==> src/rtl/phase_sequencer.sv <==
// phase_sequencer: GR8RAM bus-phase sequencer. Filters PHI1 on C7M,
// produces bus state S (1..7), refresh slot, DBEN/CSEN strobes and lock status.
// Params: PHI_FILT (1..4) filter depth, REF_DIV (2..16) cycles per refresh slot.
// Ports:  C7M clock, nRES sync active-low reset, PHI1in raw PHI1, nWE 6502 R/W;
//         S, Ref, RefSlot, DBEN, CSEN, PHI0seen, Synced, CycLen, Lost.
// Option: define PHI_WDOG_EN to build the PHI1 watchdog (drives Lost).
module phase_sequencer #(
    parameter int PHI_FILT = 2,
    parameter int REF_DIV  = 13
) (
    input  logic       C7M,
    input  logic       nRES,
    input  logic       PHI1in,
    input  logic       nWE,
    output logic [2:0] S,
    output logic [3:0] Ref,
    output logic       RefSlot,
    output logic       DBEN,
    output logic       CSEN,
    output logic       PHI0seen,
    output logic       Synced,
    output logic [3:0] CycLen,
    output logic       Lost
);
    localparam logic [3:0] REF_LAST = 4'(REF_DIV - 1);

    logic [PHI_FILT-1:0] sh_q, sh_d;
    logic [PHI_FILT:0]   sh_ext;
    logic                phi1f_q, phi1f_d;
    logic                phi1f_dly_q, phi1f_dly_d;
    logic [2:0]          s_q, s_d;
    logic [3:0]          ref_q, ref_d;
    logic                dben_q, dben_d;
    logic                csen_q, csen_d;
    logic                seen_q, seen_d;
    logic                sync_q, sync_d;
    logic                good_q, good_d;
    logic [3:0]          cyc_q, cyc_d;
    logic [4:0]          int_q, int_d;
    logic                rise;
    logic                good_iv;
    logic [5:0]          interval;
`ifdef PHI_WDOG_EN
    logic                lost_q, lost_d;
    logic                wdog;
`endif

    always_comb begin
        // filter: PHI1f only moves when the whole window agrees
        sh_ext = {sh_q, PHI1in};
        sh_d   = sh_ext[PHI_FILT-1:0];
        phi1f_d = phi1f_q;
        if (&sh_q)
            phi1f_d = 1'b1;
        else if (~|sh_q)
            phi1f_d = 1'b0;
        phi1f_dly_d = phi1f_q;

        rise     = phi1f_q & ~phi1f_dly_q & seen_q;
        interval = {1'b0, int_q} + 6'd1;
        good_iv  = (interval == 6'd7) || (interval == 6'd8);

        seen_d = seen_q | ~phi1f_q;
        int_d  = (int_q == 5'd31) ? int_q : int_q + 5'd1;
        cyc_d  = cyc_q;
        sync_d = sync_q;
        good_d = good_q;

        if (rise) begin
            int_d = '0;
            cyc_d = (interval > 6'd15) ? 4'd15 : interval[3:0];
            if (good_iv) begin
                good_d = 1'b1;
                // lock needs two good intervals back to back
                if (good_q)
                    sync_d = 1'b1;
            end else begin
                good_d = 1'b0;
                sync_d = 1'b0;
            end
        end

        if (rise)
            s_d = 3'd1;
        else if (s_q == 3'd0 || s_q == 3'd7)
            s_d = s_q;
        else
            s_d = s_q + 3'd1;

        // uses pre-edge S, so a Rise at S==3 still advances Ref
        ref_d = ref_q;
        if (s_q == 3'd3 && sync_q)
            ref_d = (ref_q == REF_LAST) ? 4'd0 : ref_q + 4'd1;

        dben_d = (s_q >= 3'd4);
        csen_d = ((s_q == 3'd4) && nWE) || (s_q >= 3'd5);

`ifdef PHI_WDOG_EN
        // Rise beats an expiring watchdog
        wdog   = (int_q == 5'd31) && !rise;
        lost_d = lost_q;
        if (rise)
            lost_d = 1'b0;
        else if (wdog)
            lost_d = 1'b1;
        if (wdog) begin
            s_d    = 3'd0;
            sync_d = 1'b0;
            good_d = 1'b0;
            ref_d  = 4'd0;
            // PHI1f low re-earns PHI0seen on the same edge
            seen_d = ~phi1f_q;
        end
`endif
    end

    always_ff @(posedge C7M) begin
        if (!nRES) begin
            sh_q        <= '0;
            phi1f_q     <= 1'b0;
            phi1f_dly_q <= 1'b0;
            s_q         <= '0;
            ref_q       <= '0;
            dben_q      <= 1'b0;
            csen_q      <= 1'b0;
            seen_q      <= 1'b0;
            sync_q      <= 1'b0;
            good_q      <= 1'b0;
            cyc_q       <= '0;
            int_q       <= '0;
        end else begin
            sh_q        <= sh_d;
            phi1f_q     <= phi1f_d;
            phi1f_dly_q <= phi1f_dly_d;
            s_q         <= s_d;
            ref_q       <= ref_d;
            dben_q      <= dben_d;
            csen_q      <= csen_d;
            seen_q      <= seen_d;
            sync_q      <= sync_d;
            good_q      <= good_d;
            cyc_q       <= cyc_d;
            int_q       <= int_d;
        end
    end

`ifdef PHI_WDOG_EN
    always_ff @(posedge C7M) begin
        if (!nRES)
            lost_q <= 1'b0;
        else
            lost_q <= lost_d;
    end
    assign Lost = lost_q;
`else
    assign Lost = 1'b0;
`endif

    assign S        = s_q;
    assign Ref      = ref_q;
    assign RefSlot  = (s_q == 3'd1) && (ref_q == 4'd0) && sync_q;
    assign DBEN     = dben_q;
    assign CSEN     = csen_q;
    assign PHI0seen = seen_q;
    assign Synced   = sync_q;
    assign CycLen   = cyc_q;

endmodule

==> config.mk <==
export PLATFORM = sky130hd
export DESIGN_NAME = phase_sequencer
export DESIGN_NICKNAME = d
export VERILOG_FILES = /design/src/rtl/phase_sequencer.sv
export SDC_FILE = /design/constraint.sdc
export NUM_CORES = 1
export LEC_CHECK = 0
export BUFFER_PORTS_ARGS = -buffer_cell sky130_fd_sc_hd__buf_2
export CAP_MARGIN = 10
export CORE_MARGIN = 10
export CORE_UTILIZATION = 40
export CTS_BUF_LIST = sky130_fd_sc_hd__clkbuf_8
export DETAILED_ROUTE_END_ITERATION = 7
export PLACE_DENSITY = 0.58
export SYNTH_ARGS = -nofsm -noshare
export SYNTH_HDL_FRONTEND = slang
export SYNTH_SLANG_ARGS = --single-unit
==> constraint.sdc <==
create_clock -name C7M -period 2.3 [get_ports C7M]
set_input_delay 0.46 -clock C7M [delete_from_list [all_inputs] [get_ports C7M]]
set_output_delay 0.46 -clock C7M [all_outputs]
set_load 0.01 [all_outputs]
# ---- Yosys cells after proc, flatten, opt, wreduce, memory -nomap -nowiden
# Cells that the tools add are included.
dict set report op_classes {
  addsub 4
  mux 9
  magnitude_cmp 3
  n_eq_ne 11
  bitwise 6
  reduce_logical 13
}
# cell count
set ops {}
lappend ops {{2-to-1 mux 4 bit} 2}
lappend ops {{2-to-1 mux 1 bit} 7}
lappend ops {{adder 5 x 1 -> 6 bit (second input constant)} 1}
lappend ops {{equality test 3 bit (second input constant)} 2}
lappend ops {{equality test 6 x 3 -> 1 bit (second input constant)} 1}
lappend ops {{equality test 6 x 4 -> 1 bit (second input constant)} 1}
lappend ops {{greater-or-equal comparator 3 bit (second input constant)} 2}
lappend ops {{greater-than comparator 6 x 4 -> 1 bit (second input constant)} 1}
lappend ops {{!= test 2 bit (second input constant)} 3}
lappend ops {{adder 5 x 1 -> 5 bit (second input constant)} 1}
lappend ops {{equality test 5 bit (second input constant)} 1}
lappend ops {{adder 4 x 1 -> 4 bit (second input constant)} 1}
lappend ops {{equality test 4 bit (second input constant)} 1}
lappend ops {{logical AND 1 bit} 4}
lappend ops {{logical NOT 4 bit} 1}
lappend ops {{AND reduction 2 bit} 2}
lappend ops {{OR reduction 2 bit} 2}
lappend ops {{adder 3 x 1 -> 3 bit (second input constant)} 1}
lappend ops {{equality test 3 x 1 -> 1 bit (second input constant)} 1}
lappend ops {{equality test 3 x 2 -> 1 bit (second input constant)} 1}
lappend ops {{logical NOT 3 bit} 1}
lappend ops {{logical OR 1 bit} 3}
lappend ops {{inverter 1 bit} 3}
lappend ops {{AND 1 bit} 2}
lappend ops {{OR 1 bit} 1}
dict set report word_totals {
  inputBits 4
  register_bits 25
}

# ---- Depth between registers and ports, before layout
# Gate-level depths: netlist of the first run.
dict set report logic_depth {
  depth_word 5
  depth_mapped 7
  ltp_nobuf 6
}

# ---- Worst setup path after synthesis of the first run
# No wires, ideal clock.
dict set report synth_path {
  kind {flip-flop to flip-flop}
  start {register int_q[0]}
  end {register good_q}
  setup_time_ps 70
  arrival_time_ps 1756
  setup_slack_ps 474
  n_path_buf 0
  synth_period_minus_slack_ps 1826
  t_required_ps 2230
  path_stages_with_launch 6
  path_cell_list {dfxtp_1 > ha_1 > and3_2 > ha_1 > or4b_4 > a21oi_1}
}
dict set report synth_between {
  elab_chain_len 4
}
# element line
set synth_lines {}
lappend synth_lines {{start, declared} 39} ;# logic [4:0] int_q, int_d;
lappend synth_lines {{start signal, assigned} 143} ;# int_q <= int_d;
lappend synth_lines {{adder 5 x 1 -> 6 bit *} 60} ;# interval = {1'b0, int_q} + 6'd1;
lappend synth_lines {{via interval[4]} 42} ;# logic [5:0] interval;
lappend synth_lines {{equality test 6 x 3 -> 1 bit or equality test 6 x 4 -> 1 bit (tied branches)} 61} ;# good_iv = (interval == 6'd7) || (interval == 6'd8);
lappend synth_lines {{logical OR 1 bit *} 61}
lappend synth_lines {{2-to-1 mux 1 bit *} 72} ;# if (good_iv) begin
lappend synth_lines {{end signal, assigned} 141} ;# good_q <= good_d;
lappend synth_lines {{end, declared} 37} ;# logic good_q, good_d;
# The timed path passes the listed nets; every way through them passes the cells marked *.
# A chain may end at the register's enable or synchronous reset.

# ---- Worst setup path after layout of the first run
dict set report layout_path {
  start {register int_q[0]}
  end {register sync_q (netlist: Synced)}
}
dict set report layout_between {
  elab_chain_len 5
}
# element line
set layout_lines {}
lappend layout_lines {{adder 5 x 1 -> 6 bit *} 60}
lappend layout_lines {{via interval[4]} 42}
lappend layout_lines {{equality test 6 x 3 -> 1 bit or equality test 6 x 4 -> 1 bit (tied branches)} 61}
lappend layout_lines {{logical OR 1 bit *} 61}
lappend layout_lines {{!= test 2 bit (no source line)} -}
lappend layout_lines {{AND reduction 2 bit (no source line)} -}
lappend layout_lines {{end signal, assigned} 140} ;# sync_q <= sync_d;
lappend layout_lines {{end, declared} 36} ;# logic sync_q, sync_d;
# Marks and branches as above.

==> impl_metrics.toml, run 1 <==
[logic_synthesis]
synth_nets = 142
yosys_warnings = 0
syn_avg_cell_area_um2 = 9.25
synthCells = 127
yosys-top-cells-area = "dfxtp_1 (43%), ha_1 (12%), a21oi_1 (5.1%)"
synth_area_um2 = 1170
synth_common_cells = "dfxtp_1 (25), a21oi_1 (12), ha_1 (11), nor2_1 (11)"
async_reset_ff_frac = 0
synth.distinct_cells = 35
synthMostInstantiatedCell = "dfxtp_1"
ys_ff_latch = 25
ys.flop_type = "dfxtp_1"
synth_edf_count = 0
yosys.area.top_type_share = 0.426
yosys.area.top_type = "dfxtp_1"
synth_seq_area_share = 0.426

[pwr]
irDropWorstVdd_mv = 0.535
p_int_w = 0.000608
swShare = 0.242
p_clk_frac = 0.315
power_density_nw_per_um2 = 599
seqPwrFrac = 0.578
power_switching_w = 0.000194
comb_power_share = 0.107
leakage_nw = 0.607
total_power_w = 0.000803

[drt]
wirelength_mm = 2.21
dr.first_iter.drc_count = 48
drt.antenna.violating_nets = 0
firstDrtPassIters = 4
drc = 0
vias = 911
viasPerCell = 5.12
routedWlPerCell_um = 12.4

[timing]
setup-tns-final_ns = 0
slew_violations = 0
period_minus_slack_ns = 1.94
timing.final.crit_share = 0.845
fin_skew_ns = 0.00298
setup_viol = 0
rsz0062_at_grt = "no"
timing.fmax_mhz = 515
hold_viol = 0

[placed_design]
gp_congestion = 0.852
io_buffers = 19
dp.cells = 174
dp_hpwl_mm = 1.74
place_area_um2 = 1290

[clock_tree]
clk-insertion-delay-late_ns = 0.26
numCtsBuffers = 3
hold_buffers = 0
post_cts_buffers = 0
cts_max_level = 1
cts.sinks = 25
clock_path_buffers = 2
cts-root-buf = "clkbuf_8"
cts_tree = "built"
postCtsResizedCells = 0
clkSlewWorstSetupHoldPaths_ns = 0.08

[floorplanning]
dieArea_um2 = 5500
boundaryPins = 21
coreArea_um2 = 2780
die_x_um = 74.2
start_util = 0.422
dieHeight_um = 74.2
rows = 19

[global_routing]
grt_max_degree = 19
grt_use_total = 0.0865
grt_first_pass_wirelength_mm = 3.91
gr-total-overflow = 0
grt_pass1_vias = 846
antenna_found_initial = 0

[setup_path]
max_stage_delay_ns = 0.55
cp.arrival_ns = 2.14
worst_path_most_repeated_cell = "ha_1"
crit_path_end_kind = "register"
crit_path_start_kind = "register"
worstPathMaxFanout = 6
cp_cell_sequence = "ha_1 -> and3_2 -> ha_1 -> or4b_4 -> a21oi_1"
cp-startpoint = "int_q[0]$_SDFFE_PP0P_"
slowest_stage = "or4b_4"
r2r-start = "int_q[0]$_SDFFE_PP0P_"
cp.required_ns = 2.50
path_class = "register to register"

[worst_hold_path]
min_path_type = "input port to register"
min_from = "PHI1in"

[cells_and_area]
finalNonFillerCells = 178
fillers = 289
drive_gt1_frac = 0.184
fin_util = 0.482
finalNetCount = 163
stdcell_area_um2 = 1340
n_antenna_cell = 0
area_delta_synth_final_pct = 14.1

[flow_run]
max-cap-violations = 0

[run_status]
status = "completed"
-- power by group through the flow --
stage | Sequential (W) | Combinational, W | Clock (W)
after floorplan | 0.000475 | 0.0000614 | 0
after global placement | 0.000473 | 0.0000862 | 0
after detailed placement | 0.000475 | 0.0000870 | 0
after CTS | 0.000465 | 0.0000876 | 0.000267
after global routing | 0.000467 | 0.0000968 | 0.000279
final | 0.000464 | 0.0000857 | 0.000253
-- layer usage --
layer / global-route usage / wire [um] / vias up
met5: 0 / 0 / -
met4: 0.0186 / 14 / 0
met3: 0.0359 / 142 / 2
met2: 0.147 / 1090 / 18
met1: 0.0991 / 959 / 416
li1: - / - / 475
-- area by class of cell --
class / instances / area, um^2 / share of cell area
clock buffers: 3 / 41.3 / 0.0308
clock inverters: 1 / 5.00 / 0.00373
inverters: 8 / 30.0 / 0.0224
multi-input cells: 91 / 629 / 0.470
flip-flops and latches: 25 / 500 / 0.373
well taps: 31 / 38.8 / 0.0289
repair buffers: 19 / 95.1 / 0.0710
-- worst max-delay path: cells and delay by family (launching register included) --
kind                     cells  cell delay, ns
adder cells (fa/ha/maj)      2            0.59
flip-flops                   1            0.38
AO/OA/AOI/OAI                1            0.14
AND/OR/NAND/NOR              2            0.77
-- layout by cell type (no fill, tap or decap), drive strengths merged, types with 3 or more instances in the layout --
| cell type | count |
|---|---|
| a21boi | 3 |
| a21oi | 12 |
| and2 | 6 |
| buf | 19 |
| clkbuf | 3 |
| dfxtp | 25 |
| ha | 11 |
| inv | 8 |
| mux2i | 3 |
| nand2 | 5 |
| nand3 | 4 |
| nor2 | 11 |
| nor2b | 4 |
| o21ai | 9 |
| xnor2 | 4 |
-- sequential cells by signal, indices dropped and copies added (netlist names) --
| name | flops |
|---|---|
| phi1f_dly_q | 1 |
| Synced | 1 |
| good_q | 1 |
| CSEN | 1 |
| S | 3 |
| CycLen | 4 |
| PHI0seen | 1 |
| Ref | 4 |
| DBEN | 1 |
| sh_q | 2 |
| phi1f_dly_d | 1 |
| int_q | 5 |
-- through the flow --
step,worst slack [ns],hold WS [ns]
after floorplan,0.474,0.441
after global placement,0.431,0.456
after detailed placement,0.374,0.457
after CTS,0.354,0.386
after global routing,0.242,0.390
final,0.356,0.397
-- kinds of logic after synthesis --
group                      share of synthesized area
AOI/OAI and AO/OA                              0.145
other                                        0.00319
muxes                                         0.0383
and+or+nand+nor                                0.195
adders and majority gates                      0.117
DFF                                            0.426
buffers and inverters                         0.0383
xor gates and xnor gates                      0.0373
-- final timing paths --
path | to | cells after the start | slack (ns)
max reg2reg | Synced$_SDFFE_PN0P_ | 5 | 0.36
min reg2reg | sh_q[1]$_SDFF_PN0_ | 1 | 0.47
min | sh_q[0]$_SDFF_PN0_ | 2 | 0.40
max | Synced$_SDFFE_PN0P_ | 5 | 0.36
(Power assumes the default switching activity.)
==> run 2, diff against run 1 <==
==> constraint.sdc (replaced) <==
create_clock -name C7M -period 1.8 [get_ports C7M]
set_input_delay 0.36 -clock C7M [delete_from_list [all_inputs] [get_ports C7M]]
set_output_delay 0.36 -clock C7M [all_outputs]
set_load 0.01 [all_outputs]
==> impl_metrics.toml, run 2 (synthesized netlist as in run 1, its figures left out) <==
[cells_and_area]
drive_gt1_frac = 0.227
final_cell_mix = "dfxtp_1 (25), buf_2 (19), nor2_1 (11), a21oi_1 (11), ha_1 (9)"
area_delta_synth_final_pct = 18.0
finalNetCount = 166
largest_register_ffs = 5
final_common_cell = "dfxtp_1"
fillers = 281
n_antenna_cell = 0
regMostFlops = "int_q"

[timing]
setup-tns-final_ns = 0
rsz0062_at_grt = "no"
timing.final.crit_share = 0.942
timing.hold.ws_ns = 0.299
setup_viol = 0
slew_violations = 0
fin_skew_ns = 0.00662
period_minus_slack_ns = 1.70
hold_viol = 0
timing.fmax_mhz = 590

[floorplanning]
rows = 19
start_util = 0.422
dieHeight_um = 74.2
die_x_um = 74.2
boundaryPins = 21
dieArea_um2 = 5500
coreArea_um2 = 2780

[flow_run]
max-cap-violations = 0

[drt]
firstDrtPassIters = 4
dr.first_iter.drc_count = 34
wirelength_mm = 2.37
vias = 928
routedWlPerCell_um = 13.1
drt.antenna.violating_nets = 0
drc = 0
viasPerCell = 5.13

[setup_path]
slowest_stage = "or4b_4"
path_class = "register to register"
crit_path_start_kind = "register"
cp.required_ns = 2.00
cp_cell_sequence = "ha_2 -> and3_2 -> ha_4 -> or4b_4 -> a21oi_1"
worstPathMaxFanout = 3
cp.arrival_ns = 1.89
crit_path_end_kind = "register"
max_stage_delay_ns = 0.55

[global_routing]
grt_pass1_vias = 901
grt_first_pass_wirelength_mm = 3.90
grt_use_total = 0.0874
antenna_found_initial = 0
gr-total-overflow = 0
grt_max_degree = 19

[run_status]
status = "completed"

[clock_tree]
cts-root-buf = "clkbuf_8"
clkSlewWorstSetupHoldPaths_ns = 0.09
cts_max_level = 1
clock_path_buffers = 2
numCtsBuffers = 3
clk-insertion-delay-late_ns = 0.26
cts.sinks = 25
post_cts_buffers = 0
cts_tree = "built"

[placed_design]
io_buffers = 19
gp_congestion = 0.757
dp_hpwl_mm = 1.74

[pwr]
power_switching_w = 0.000249
swShare = 0.242
p_clk_frac = 0.311
power_density_nw_per_um2 = 744
comb_power_share = 0.117
irDropWorstVdd_mv = 0.415
p_int_w = 0.000782
seqPwrFrac = 0.571
leakage_nw = 0.618

[worst_hold_path]
min_path_type = "input port to register"
==> run 2: cell types whose count changed in the layout (fill, tap and decap cells not counted), sizes merged <==
| cell | before | now |
|---|---|---|
| buf | 19 | 22 |
==> run 2: worst max-delay path: cells and delay by family, from the launching register on <==
kind / cells / cell delay, ns
adder cells (fa/ha/maj): 2 / 0.41
AO/OA/AOI/OAI: 1 / 0.13
flip-flops: 1 / 0.32
AND/OR/NAND/NOR: 2 / 0.78
==> run 2: what timing repair did <==
action / in CTS / in global routing
resized for setup: 0 / 3
setup endpoints to repair: 0 / 4
hold buffers: 0 / 0
==> run 2: final timing paths <==
| check | from | end | slack [ns] | depth (start not counted) |
|---|---|---|---|---|
| max | int_q[0]$_SDFFE_PP0P_ | Synced$_SDFFE_PN0P_ | 0.10 | 5 |
| min | PHI1in | sh_q[0]$_SDFF_PN0_ | 0.30 | 2 |
| max reg2reg | int_q[0]$_SDFFE_PP0P_ | Synced$_SDFFE_PN0P_ | 0.10 | 5 |
| min reg2reg | sh_q[0]$_SDFF_PN0_ | sh_q[1]$_SDFF_PN0_ | 0.49 | 1 |
==> run 2: area by class of cell <==
class,count,area (um^2),share of cell area
Multi-Input combinational cell,91,653,0.471
Sequential cell,25,500,0.361
Tap cell,31,38.8,0.0280
Clock buffer,3,41.3,0.0298
Inverter,8,30.0,0.0217
Clock inverter,1,5.00,0.00361
Timing Repair Buffer,22,118,0.0848
==> run 2: layer usage <==
metal  share of wire  GRT usage  vias up  wire length [um]
met4          0.0097     0.0373        0                23
li1                -          -      477                 -
met5               0          0        -                 0
met3           0.055     0.0253        2               130
met2            0.46      0.148       15              1100
met1            0.47      0.100      434              1120
==> run 2: metrics by stage <==
stage | instances | setup slack, ns | instance area [um^2] | total power, W | util
2_1_floorplan | 127 | 0.00733 | 1180 | 0.000686 | -
4_1_cts | 181 | 0.0534 | 1370 | 0.00105 | 0.491
5_1_grt | 181 | 0.0472 | 1390 | 0.00109 | 0.498
6_report | 181 | 0.104 | 1390 | 0.00103 | 0.498
3_5_place_dp | 177 | 0.0856 | 1320 | 0.000723 | 0.474
3_3_place_gp | 177 | 0.102 | 1320 | 0.000722 | 0.474
==> run 2: power groups by stage <==
stage | clock network, W | registers [W] | logic, W
after floorplan | 0 | 0.000607 | 0.0000786
after global placement | 0 | 0.000601 | 0.000121
after detailed placement | 0 | 0.000602 | 0.000122
after CTS | 0.000337 | 0.000589 | 0.000123
after global routing | 0.000361 | 0.000593 | 0.000139
final | 0.000321 | 0.000589 | 0.000121
==> run 3, diff against run 2 <==
--- a/config.mk
+++ b/config.mk
@@ -8,10 +8,11 @@
 export BUFFER_PORTS_ARGS = -buffer_cell sky130_fd_sc_hd__buf_2
 export CAP_MARGIN = 10
 export CORE_MARGIN = 10
-export CORE_UTILIZATION = 40
+export CORE_UTILIZATION = 56
 export CTS_BUF_LIST = sky130_fd_sc_hd__clkbuf_8
 export DETAILED_ROUTE_END_ITERATION = 7
-export PLACE_DENSITY = 0.58
+export PLACE_DENSITY = 0.78
+export REMOVE_ABC_BUFFERS = 1
 export SYNTH_ARGS = -nofsm -noshare
 export SYNTH_HDL_FRONTEND = slang
 export SYNTH_SLANG_ARGS = --single-unit
==> impl_metrics.toml, run 3 (synthesized netlist as in run 1, its figures left out) <==
[floorplanning]
dieHeight_um = 65.8
start_util = 0.593
coreArea_um2 = 1980
die_x_um = 65.8
rows = 16
dieArea_um2 = 4330
boundaryPins = 21

[setup_path]
path_class = "register to register"
reg2reg_depth = 5
worstPathMaxFanout = 3
cp.arrival_ns = 1.90
cp_cell_sequence = "ha_2 -> and3_2 -> ha_4 -> or4b_4 -> a21oi_1"
crit_path_end_kind = "register"
ff2ff_setup_slack_ns = 0.10
worst-path-buf-inv = 0
slowest_stage = "or4b_4"
cp.depth = 5
cp-startpoint = "int_q[0]$_SDFFE_PP0P_"
r2r-start = "int_q[0]$_SDFFE_PP0P_"
reg2reg_to = "Synced$_SDFFE_PN0P_"
cp.required_ns = 2.00
max_stage_delay_ns = 0.54
crit_path_start_kind = "register"
cp_top_family = "simple AND/OR/NAND/NOR gates"
cp-endpoint = "Synced$_SDFFE_PN0P_"

[drt]
firstDrtPassIters = 4
drt.antenna.violating_nets = 0
routedWlPerCell_um = 13.4
drc = 0
wirelength_mm = 2.38
viasPerCell = 5.37
vias = 950
dr.first_iter.drc_count = 46

[clock_tree]
clock_path_buffers = 2
cts-root-buf = "clkbuf_8"
cts_tree = "built"
hold_buffers = 0
numCtsBuffers = 3
clkSlewWorstSetupHoldPaths_ns = 0.08
cts_max_level = 1
clk-insertion-delay-late_ns = 0.27
cts.sinks = 25

[cells_and_area]
regMostFlops = "int_q"
area_delta_synth_final_pct = 17.5
final_common_cell = "dfxtp_1"
largest_register_ffs = 5
fin_util = 0.696
final_cell_mix = "dfxtp_1 (25), buf_2 (19), nor2_1 (11), a21oi_1 (11)"
finalNetCount = 166
n_antenna_cell = 0
stdcell_area_um2 = 1380
drive_gt1_frac = 0.220

[global_routing]
grt_max_degree = 19
gr-total-overflow = 0
antenna_found_initial = 0
grt_pass1_vias = 947
grt_first_pass_wirelength_mm = 3.97
grt_use_total = 0.114

[timing]
slew_violations = 0
timing.final.crit_share = 0.943
timing.fmax_mhz = 589
setup_viol = 0
period_minus_slack_ns = 1.70
rsz0062_at_grt = "no"
setup_ws_ns = 0.103
fin_skew_ns = 0.00324
hold_viol = 0

[worst_hold_path]
min_path_type = "input port to register"

[placed_design]
dp_hpwl_mm = 1.78
place_area_um2 = 1310
io_buffers = 19
dp_slack_ns = -0.0262
gp_congestion = 0.853

[run_status]
status = "completed"

[pwr]
leakage_nw = 0.620
power_density_nw_per_um2 = 749
irDropWorstVdd_mv = 0.532

[flow_run]
max-cap-violations = 0
[run 3: worst reg2reg max path, cell delays in order (launching register included)]
cell,delay (ns)
dfxtp_1,0.32
ha_2,0.19
and3_2,0.23
ha_4,0.22
or4b_4,0.54
a21oi_1,0.13
[run 3: layout make-up]
type / count / area, um^2
fill: 154 / 602
clock inverter: 1 / 3.75
clock buffer: 3 / 41.3
sequential: 25 / 500
timing repair buffer: 22 / 118
multi-input combinational: 91 / 653
tap: 27 / 33.8
inverter: 8 / 30.0
[run 3: how the worst min path moves through the flow]
stage	cells after the start	start	end
floorplan	1	sh_q[0]$_SDFF_PN0_	sh_q[1]$_SDFF_PN0_
global placement	1	sh_q[0]$_SDFF_PN0_	sh_q[1]$_SDFF_PN0_
detailed placement	1	sh_q[0]$_SDFF_PN0_	sh_q[1]$_SDFF_PN0_
CTS	2	PHI1in	sh_q[0]$_SDFF_PN0_
global route	2	PHI1in	sh_q[0]$_SDFF_PN0_
finish	2	PHI1in	sh_q[0]$_SDFF_PN0_
[run 3: stage by stage]
step	instances	hold slack [ns]	TNS (ns)	power, W
after floorplan	124	0.441	-0.0517	0.000682
after global placement	173	0.448	0	0.000719
after detailed placement	173	0.462	-0.0401	0.000723
after CTS	177	0.308	0	0.00104
after global routing	177	0.331	0	0.00108
final	177	0.308	0	0.00103
[run 3: repair_timing]
item | in CTS | in global routing
gates resized for setup | 1 | 3
setup buffers | 0 | 0
pin swaps | 0 | 0
setup endpoints to repair | 3 | 4
[run 3: power by group]
part	switching [W]	internal, W	leakage (nW)	total [W]
logic	0.0000641	0.0000575	0.390	0.000122
clock network	0.000172	0.000153	0.0269	0.000324
registers	0.0000178	0.000570	0.203	0.000588
total	0.000254	0.000781	0.620	0.00103
[run 3: layer usage]
metal  routed length (um)  track usage  vias to the layer above
li1                     -            -                      483
met2                 1210        0.204                       25
met1                  925        0.112                      437
met4                   42       0.0561                        0
met3                  197       0.0441                        5
met5                    0            0                        -
